## src/rtl/spinner_pkg.sv

```systemverilog
// Shared types and helpers for the multi-channel spinner/paddle angle block.
// Provides the button-direction enum, counter-width helpers and the clamp-mode saturating add.
// Contains no ports; imported by spinner_channel and spinner_array.
package spinner_pkg;

    // Button direction seen on a strobe edge; DIR_NONE covers "neither" and "both".
    typedef enum logic [1:0] {
        DIR_NONE  = 2'd0,
        DIR_MINUS = 2'd1,
        DIR_PLUS  = 2'd2
    } dir_t;

    // Bits needed to hold a multiplier value in 1..max_mult.
    function automatic int mult_width(input int max_mult);
        return (max_mult < 2) ? 1 : $clog2(max_mult + 1);
    endfunction

    // Bits needed for the hold counter, which saturates at accel_frames*(max_mult-1).
    function automatic int hold_width(input int accel_frames, input int max_mult);
        int hold_max;
        hold_max = accel_frames * (max_mult - 1);
        return (hold_max < 2) ? 1 : $clog2(hold_max + 1);
    endfunction

    // Clamp-mode update: acc + delta saturated to [0, 2^acc_w - 1].
    // The sum only ever needs acc_w+2 bits (sign plus one overflow bit),
    // which a 64-bit intermediate covers for any practical accumulator width.
    function automatic int sat_add(input int acc, input int delta, input int acc_w);
        longint sum;
        longint top;
        sum = longint'(acc) + longint'(delta);
        top = (longint'(1) << acc_w) - longint'(1);
        if (sum < 0)
            return 0;
        else if (sum > top)
            return int'(top);
        else
            return int'(sum);
    endfunction

endpackage

```

## src/rtl/spinner_channel.sv

```systemverilog
// One angle accumulator: button stepping with hold acceleration, spinner pulse stepping, wrap or clamp.
// Ports: clk/reset, strobe_edge (single-cycle), per-channel controls in, angle/moved out.
// Angle reflects an event one cycle after it is sampled; moved pulses in the same cycle the new angle appears.
module spinner_channel
    import spinner_pkg::*;
#(
    parameter int               WIDTH        = 8,
    parameter int               FRAC_BITS    = 4,
    parameter int               STEP         = 55,
    parameter int               ACCEL_FRAMES = 8,
    parameter int               MAX_MULT     = 4,
    parameter logic [WIDTH-1:0] INIT         = '0
) (
    input  logic             clk,
    input  logic             reset,
    input  logic             strobe_edge,
    input  logic             mode_clamp,
    input  logic             minus,
    input  logic             plus,
    input  logic             pulse_ccw,
    input  logic             pulse_cw,
    input  logic             center,
    output logic [WIDTH-1:0] angle,
    output logic             moved
);

    localparam int ACC_W    = WIDTH + FRAC_BITS;
    localparam int HOLD_W   = hold_width(ACCEL_FRAMES, MAX_MULT);
    localparam int MULT_W   = mult_width(MAX_MULT);
    localparam int PULSE_SZ = 1 << FRAC_BITS;

    localparam logic [ACC_W-1:0]  ACC_INIT = ACC_W'(INIT) << FRAC_BITS;
    localparam logic [HOLD_W-1:0] HOLD_MAX = HOLD_W'(ACCEL_FRAMES * (MAX_MULT - 1));

    logic [ACC_W-1:0]  acc;
    logic [HOLD_W-1:0] hold;
    dir_t              last_dir;
    logic              cw_d;
    logic              ccw_d;

    logic [ACC_W-1:0]  acc_n;
    logic [HOLD_W-1:0] hold_n;
    dir_t              dir_n;
    dir_t              btn_dir;
    logic [MULT_W-1:0] mult;
    logic              cw_edge;
    logic              ccw_edge;
    logic              moved_n;
    int                hold_div;
    int                delta;

    assign cw_edge  = pulse_cw  & ~cw_d;
    assign ccw_edge = pulse_ccw & ~ccw_d;

    always_comb begin
        btn_dir = DIR_NONE;
        if (plus && !minus)
            btn_dir = DIR_PLUS;
        else if (minus && !plus)
            btn_dir = DIR_MINUS;
    end

    // Multiplier is taken from hold as it stands before this strobe updates it.
    always_comb begin
        hold_div = int'(hold) / ACCEL_FRAMES;
        if (hold_div > MAX_MULT - 1)
            hold_div = MAX_MULT - 1;
        mult = MULT_W'(hold_div + 1);
    end

    always_comb begin
        hold_n = hold;
        dir_n  = last_dir;
        delta  = 0;

        if (strobe_edge) begin
            if (btn_dir == DIR_NONE) begin
                hold_n = '0;
                dir_n  = DIR_NONE;
            end else begin
                // A fresh press (from NONE or the opposite direction) restarts at hold=1,
                // so the following strobe in that direction still runs at mult 1.
                if (btn_dir == last_dir)
                    hold_n = (hold == HOLD_MAX) ? hold : hold + HOLD_W'(1);
                else
                    hold_n = HOLD_W'(1);
                dir_n = btn_dir;
                if (btn_dir == DIR_PLUS)
                    delta = STEP * int'(mult);
                else
                    delta = -(STEP * int'(mult));
            end
        end

        // Opposite pulse edges in one cycle cancel naturally in the sum.
        if (cw_edge)
            delta = delta + PULSE_SZ;
        if (ccw_edge)
            delta = delta - PULSE_SZ;
    end

    always_comb begin
        if (mode_clamp)
            acc_n = ACC_W'(sat_add(int'(acc), delta, ACC_W));
        else
            acc_n = ACC_W'(int'(acc) + delta);

        if (center)
            moved_n = (acc[ACC_W-1:FRAC_BITS] != INIT);
        else
            moved_n = (acc_n[ACC_W-1:FRAC_BITS] != acc[ACC_W-1:FRAC_BITS]);
    end

    always_ff @(posedge clk) begin
        if (reset) begin
            acc      <= ACC_INIT;
            hold     <= '0;
            last_dir <= DIR_NONE;
            cw_d     <= 1'b0;
            ccw_d    <= 1'b0;
            moved    <= 1'b0;
        end else begin
            // Edge registers follow their inputs even under center so release is glitch-free.
            cw_d  <= pulse_cw;
            ccw_d <= pulse_ccw;
            moved <= moved_n;
            if (center) begin
                acc      <= ACC_INIT;
                hold     <= '0;
                last_dir <= DIR_NONE;
            end else begin
                acc      <= acc_n;
                hold     <= hold_n;
                last_dir <= dir_n;
            end
        end
    end

    assign angle = acc[ACC_W-1:FRAC_BITS];

endmodule

```

## src/rtl/spinner_array.sv

```systemverilog
// CHANNELS independent spinner/paddle angle accumulators sharing one frame strobe.
// Ports: clk/reset, strobe, per-channel mode_clamp/minus/plus/pulse_ccw/pulse_cw/center in; flat angle, moved out.
// Strobe rising edge is detected once here and handed to every channel as a single-cycle pulse.
module spinner_array
    import spinner_pkg::*;
#(
    parameter int               CHANNELS     = 2,
    parameter int               WIDTH        = 8,
    parameter int               FRAC_BITS    = 4,
    parameter int               STEP         = 55,
    parameter int               ACCEL_FRAMES = 8,
    parameter int               MAX_MULT     = 4,
    parameter logic [WIDTH-1:0] INIT         = '0
) (
    input  logic                      clk,
    input  logic                      reset,
    input  logic                      strobe,
    input  logic [CHANNELS-1:0]       mode_clamp,
    input  logic [CHANNELS-1:0]       minus,
    input  logic [CHANNELS-1:0]       plus,
    input  logic [CHANNELS-1:0]       pulse_ccw,
    input  logic [CHANNELS-1:0]       pulse_cw,
    input  logic [CHANNELS-1:0]       center,
    output logic [CHANNELS*WIDTH-1:0] angle,
    output logic [CHANNELS-1:0]       moved
);

    logic strobe_d;
    logic strobe_edge;

    always_ff @(posedge clk) begin
        if (reset)
            strobe_d <= 1'b0;
        else
            strobe_d <= strobe;
    end

    assign strobe_edge = strobe & ~strobe_d;

    for (genvar k = 0; k < CHANNELS; k++) begin : g_chan
        spinner_channel #(
            .WIDTH        (WIDTH),
            .FRAC_BITS    (FRAC_BITS),
            .STEP         (STEP),
            .ACCEL_FRAMES (ACCEL_FRAMES),
            .MAX_MULT     (MAX_MULT),
            .INIT         (INIT)
        ) u_chan (
            .clk         (clk),
            .reset       (reset),
            .strobe_edge (strobe_edge),
            .mode_clamp  (mode_clamp[k]),
            .minus       (minus[k]),
            .plus        (plus[k]),
            .pulse_ccw   (pulse_ccw[k]),
            .pulse_cw    (pulse_cw[k]),
            .center      (center[k]),
            .angle       (angle[k*WIDTH +: WIDTH]),
            .moved       (moved[k])
        );
    end

endmodule
```

## config.mk

```make
export PLATFORM = sky130hd
export DESIGN_NAME = spinner_array
export DESIGN_NICKNAME = d
export VERILOG_FILES = /design/src/rtl/spinner_pkg.sv /design/src/rtl/spinner_channel.sv /design/src/rtl/spinner_array.sv
export SDC_FILE = /design/constraint.sdc
export NUM_CORES = 1
export LEC_CHECK = 0
export ABC_AREA = 1
export CAP_MARGIN = 20
export CORE_MARGIN = 10
export CORE_UTILIZATION = 60
export DETAILED_ROUTE_END_ITERATION = 12
export GPL_TIMING_DRIVEN = 0
export PLACE_DENSITY = 0.81
export REMOVE_ABC_BUFFERS = 1
export SLEW_MARGIN = 20
export SYNTH_ARGS = -nofsm -noshare
export SYNTH_HDL_FRONTEND = slang
export SYNTH_SLANG_ARGS = --single-unit
```

## constraint.sdc

```tcl
create_clock -name clk -period 9.1 [get_ports clk]
set_input_delay 2.73 -clock clk [delete_from_list [all_inputs] [get_ports clk]]
set_output_delay 2.73 -clock clk [all_outputs]
set_load 0.03 [all_outputs]
```

==> summary.txt <==
Final layout
  – Area taken by multi-input logic gates: 0.00327 sq mm
  – Nets: 827
  – Seq. cell area: 901 sq um
  – Final instance area: 0.00513 sq mm
  – Ant diodes: 0
  – Layout cells sized above 1: between 4 and 5%
  – Area Overhead vs Synth: 7.95%
  – # fillers: approximately 700

Job
  – Maxcap violations: 0

Clock network
  – # resized after CTS: 0
  – Post-CTS setup buffer count: 0
  – Hold buffer count at cts: 0
  – Clk Tree Root Cell: clkbuf_8
  – Clock latency on the worst-skew pair: roughly 300 ps
  – Clock sinks: 45
  – Htree depth: 2
  – Clock buffer count from CTS: 5
  – CTS tree: yes
  – CTS max path bufs: 2
  – Worst-path clk slew: 90 ps

Routing
  – DRC: 0
  – Vias: 4466
  – Routed wire length: 10.0 mm
  – DR WL/cell: 11.7 um
  – DRT iter0 DRCs: 184
  – Post-route ant nets: 0
  – Vias per inst: between 5 and 6
  – Initial DRT Pass Iterations: 4

Logic synthesis
  – Area leader, netlist: dfxtp_1
  – Yosys reg bits: 45
  – Synth area leaders: dfxtp_1 19%, ha_1 15%, nand2_1 14%, nor2_1 7.5%, inv_1 7.4%
  – Sequential area share after synthesis: 18.9%
  – Mapped Area: between 0.004 and 0.005 sq mm
  – Syn Inst Count: 740
  – Synth Warn #: 0
  – Synth Area per Inst: 6.43 sq um
  – Synth cell types: 40
  – Share of the synthesized area in the top cell type: a little under a fifth

Floorplanning
  – Die ar.: between 0.01 and 0.015 sq mm
  – Initial core utilization: around three fifths
  – Die height: roughly 110 um
  – Core ar.: 0.00773 sq mm
  – Num rows: 32
  – Num ports: 33
  – Die boundary width: roughly 110 um

Worst setup path
  – Critical setup path kind: in -> reg
  – CP top delay family: simple AND/OR/NAND/NOR gates
  – R2r startpoint: g_chan[1].u_chan.hold[3]
  – Startpoint types: input port
  – Critical-path top delay cell: clkdlybuf4s50_1
  – Critical Path Stages: 34
  – Worst path bufs/invs: 6
  – Crit. Startpoint: minus[0]
  – Reg2Reg Depth: 34
  – Critical Path End Type: flop
  – Worst Path Required: slightly above 9000 ps
  – Most common cell on crit path: nand2_1
  – Crit-path max FO: 12
  – Worst path max stage delay: ~480 ps
  – CP Data Arrival Time: 7760 ps

STA
  – Max Fclk: 132 MHz
  – Worst rel slew slack: about two thirds
  – Setup TNS Final: 0 ps
  – Pins over their slew limit: 0
  – Tightest Pin Transition: 505 ps
  – Post-route clock period utilization: approximately 83%
  – Final hold violation count: 0
  – Final setup fails: 0
  – Minimum clock period: ~7600 ps
  – RSZ-0062 raised after global routing: false
  – Clock Skew: 5.86 ps

Power
  – VDD IR max: 94.4 uV
  – P per Cell Area: 128 mW/mm^2
  – P_leak: 2.64 nW

GRT
  – Vias in the first global route: 4353
  – First-pass GRT wire length: 17.8 mm
  – Largest net degree at the start of global routing: 14
  – All-layer global routing usage: 17.5%
  – GRT overflow: 0
  – Initial antenna violation count: 0

Place
  – Port bufs: 32
  – RePlAce Congestion: 0.900
  – Placed cell area: 0.00502 sq mm
  – Final HPWL DP: 8.23 mm

Min path
  – Hold_sp: g_chan[0].u_chan.hold[0]
  – Hold path depth: 2
  – Worst min path class: reg -> reg

Run status
  – Status: complete, no violations
-- cells in the final DEF (no fill, tap or decap), types with 3 or more instances in the layout --
cell,n
inv_2,7
o211ai_1,7
nor2_2,6
nand3_1,57
inv_1,94
xor2_1,25
o21ai_0,25
nand2_1,179
nor2_4,3
nand3b_1,3
a211oi_1,3
nor2_1,95
clkdlybuf4s50_1,32
nor3b_1,3
ha_1,56
clkbuf_8,6
a21oi_1,36
nand2_2,8
dfxtp_1,45
nand4_1,10
nor4_1,4
xnor2_1,23
nor3_1,6
-- cell type report --
type                    count  area share [%]
multi-input cells         566            63.8
flip-flops and latches     45            17.6
inverters                 104            7.65
repair buffers             32            6.24
well taps                 102            2.49
clock buffers               7            1.68
clock inverters             1           0.585
-- per-stage QoR --
stage	utilization [%]	setup slack [ps]	hold WS (ps)	power, W	std cells
2_1_floorplan	-	2430	471	0.000434	715
3_3_place_gp	64.9	1340	491	0.000492	849
3_5_place_dp	64.9	1240	489	0.000500	849
4_1_cts	66.4	1540	505	0.000659	857
5_1_grt	66.4	951	543	0.000706	857
6_report	66.4	1540	507	0.000656	857
-- routing by layer --
metal,routed length (um),global-route usage [%],vias up
met5,0,0,-
met4,163,5.74,0
met3,195,1.65,8
met2,5290,34.8,52
met1,4390,18.7,2033
li1,-,-,2373
-- worst paths after layout --
check	to	slack, ps
setup / recovery	g_chan[0].u_chan.moved	1540
hold / removal	g_chan[0].u_chan.hold[0]	510
setup reg to reg	g_chan[1].u_chan.moved	3610
hold reg to reg	g_chan[0].u_chan.hold[0]	510
-- synth_stat cells --
| master | n |
|---|---|
| a211oi_1 | 3 |
| a21boi_1 | 1 |
| a21o_1 | 1 |
| a21oi_1 | 36 |
| a31o_2 | 1 |
| a31oi_1 | 1 |
| and3_1 | 1 |
| and3b_1 | 1 |
| buf_2 | 2 |
| buf_4 | 20 |
| buf_6 | 2 |
| clkbuf_1 | 2 |
| clkinv_1 | 2 |
| conb_1 | 1 |
| dfxtp_1 | 45 |
| fa_1 | 2 |
| ha_1 | 56 |
| inv_1 | 94 |
| inv_2 | 7 |
| inv_4 | 1 |
| mux2i_1 | 1 |
| nand2_1 | 179 |
| nand2_2 | 8 |
| nand3_1 | 57 |
| nand3b_1 | 3 |
| nand4_1 | 10 |
| nor2_1 | 95 |
| nor2_2 | 6 |
| nor2_4 | 3 |
| nor2_8 | 1 |
| nor3_1 | 6 |
| nor3b_1 | 3 |
| nor4_1 | 4 |
| o211ai_1 | 7 |
| o21ai_0 | 25 |
| o21ai_1 | 1 |
| o21bai_1 | 2 |
| xnor2_1 | 23 |
| xor2_1 | 25 |
| xor2_2 | 2 |
-- where the power goes --
part           switching (W)  leakage [nW]  internal [W]
combinational       0.000168          2.21      0.000105
clock              0.0000688        0.0585     0.0000896
sequential         0.0000142         0.368      0.000211
-- state kept, by name, summed over array words and instances, names as in the netlist --
signal and cells:
g_chan.u_chan.acc 24, strobe_d 1, g_chan.u_chan.moved 2, g_chan.u_chan.cw_d 2, g_chan.u_chan.hold 10, g_chan.u_chan.ccw_d 2
g_chan.u_chan.last_dir 4
-- cell families after synthesis --
group / after synthesis / synth area share [%]
DFF: 45 / 18.9
muxes: 1 / 0.211
AOI/OAI and AO/OA: 78 / 9.05
adders and majority gates: 58 / 15.6
other: 1 / 0.0789
and+or+nand+nor: 377 / 34.3
buffers and inverters: 130 / 12.3
xor gates and xnor gates: 50 / 9.53
-- worst register-to-register path: cells and delay by family (launching register included) --
family	cells	cell delay [ps]
AO/OA/AOI/OAI	5	710
XOR/XNOR	3	730
adder cells (fa/ha/maj)	3	1060
buffers and inverters	2	250
flip-flops	1	520
AND/OR/NAND/NOR	21	2120
Note: power is estimated with default switching activity, not from simulation.
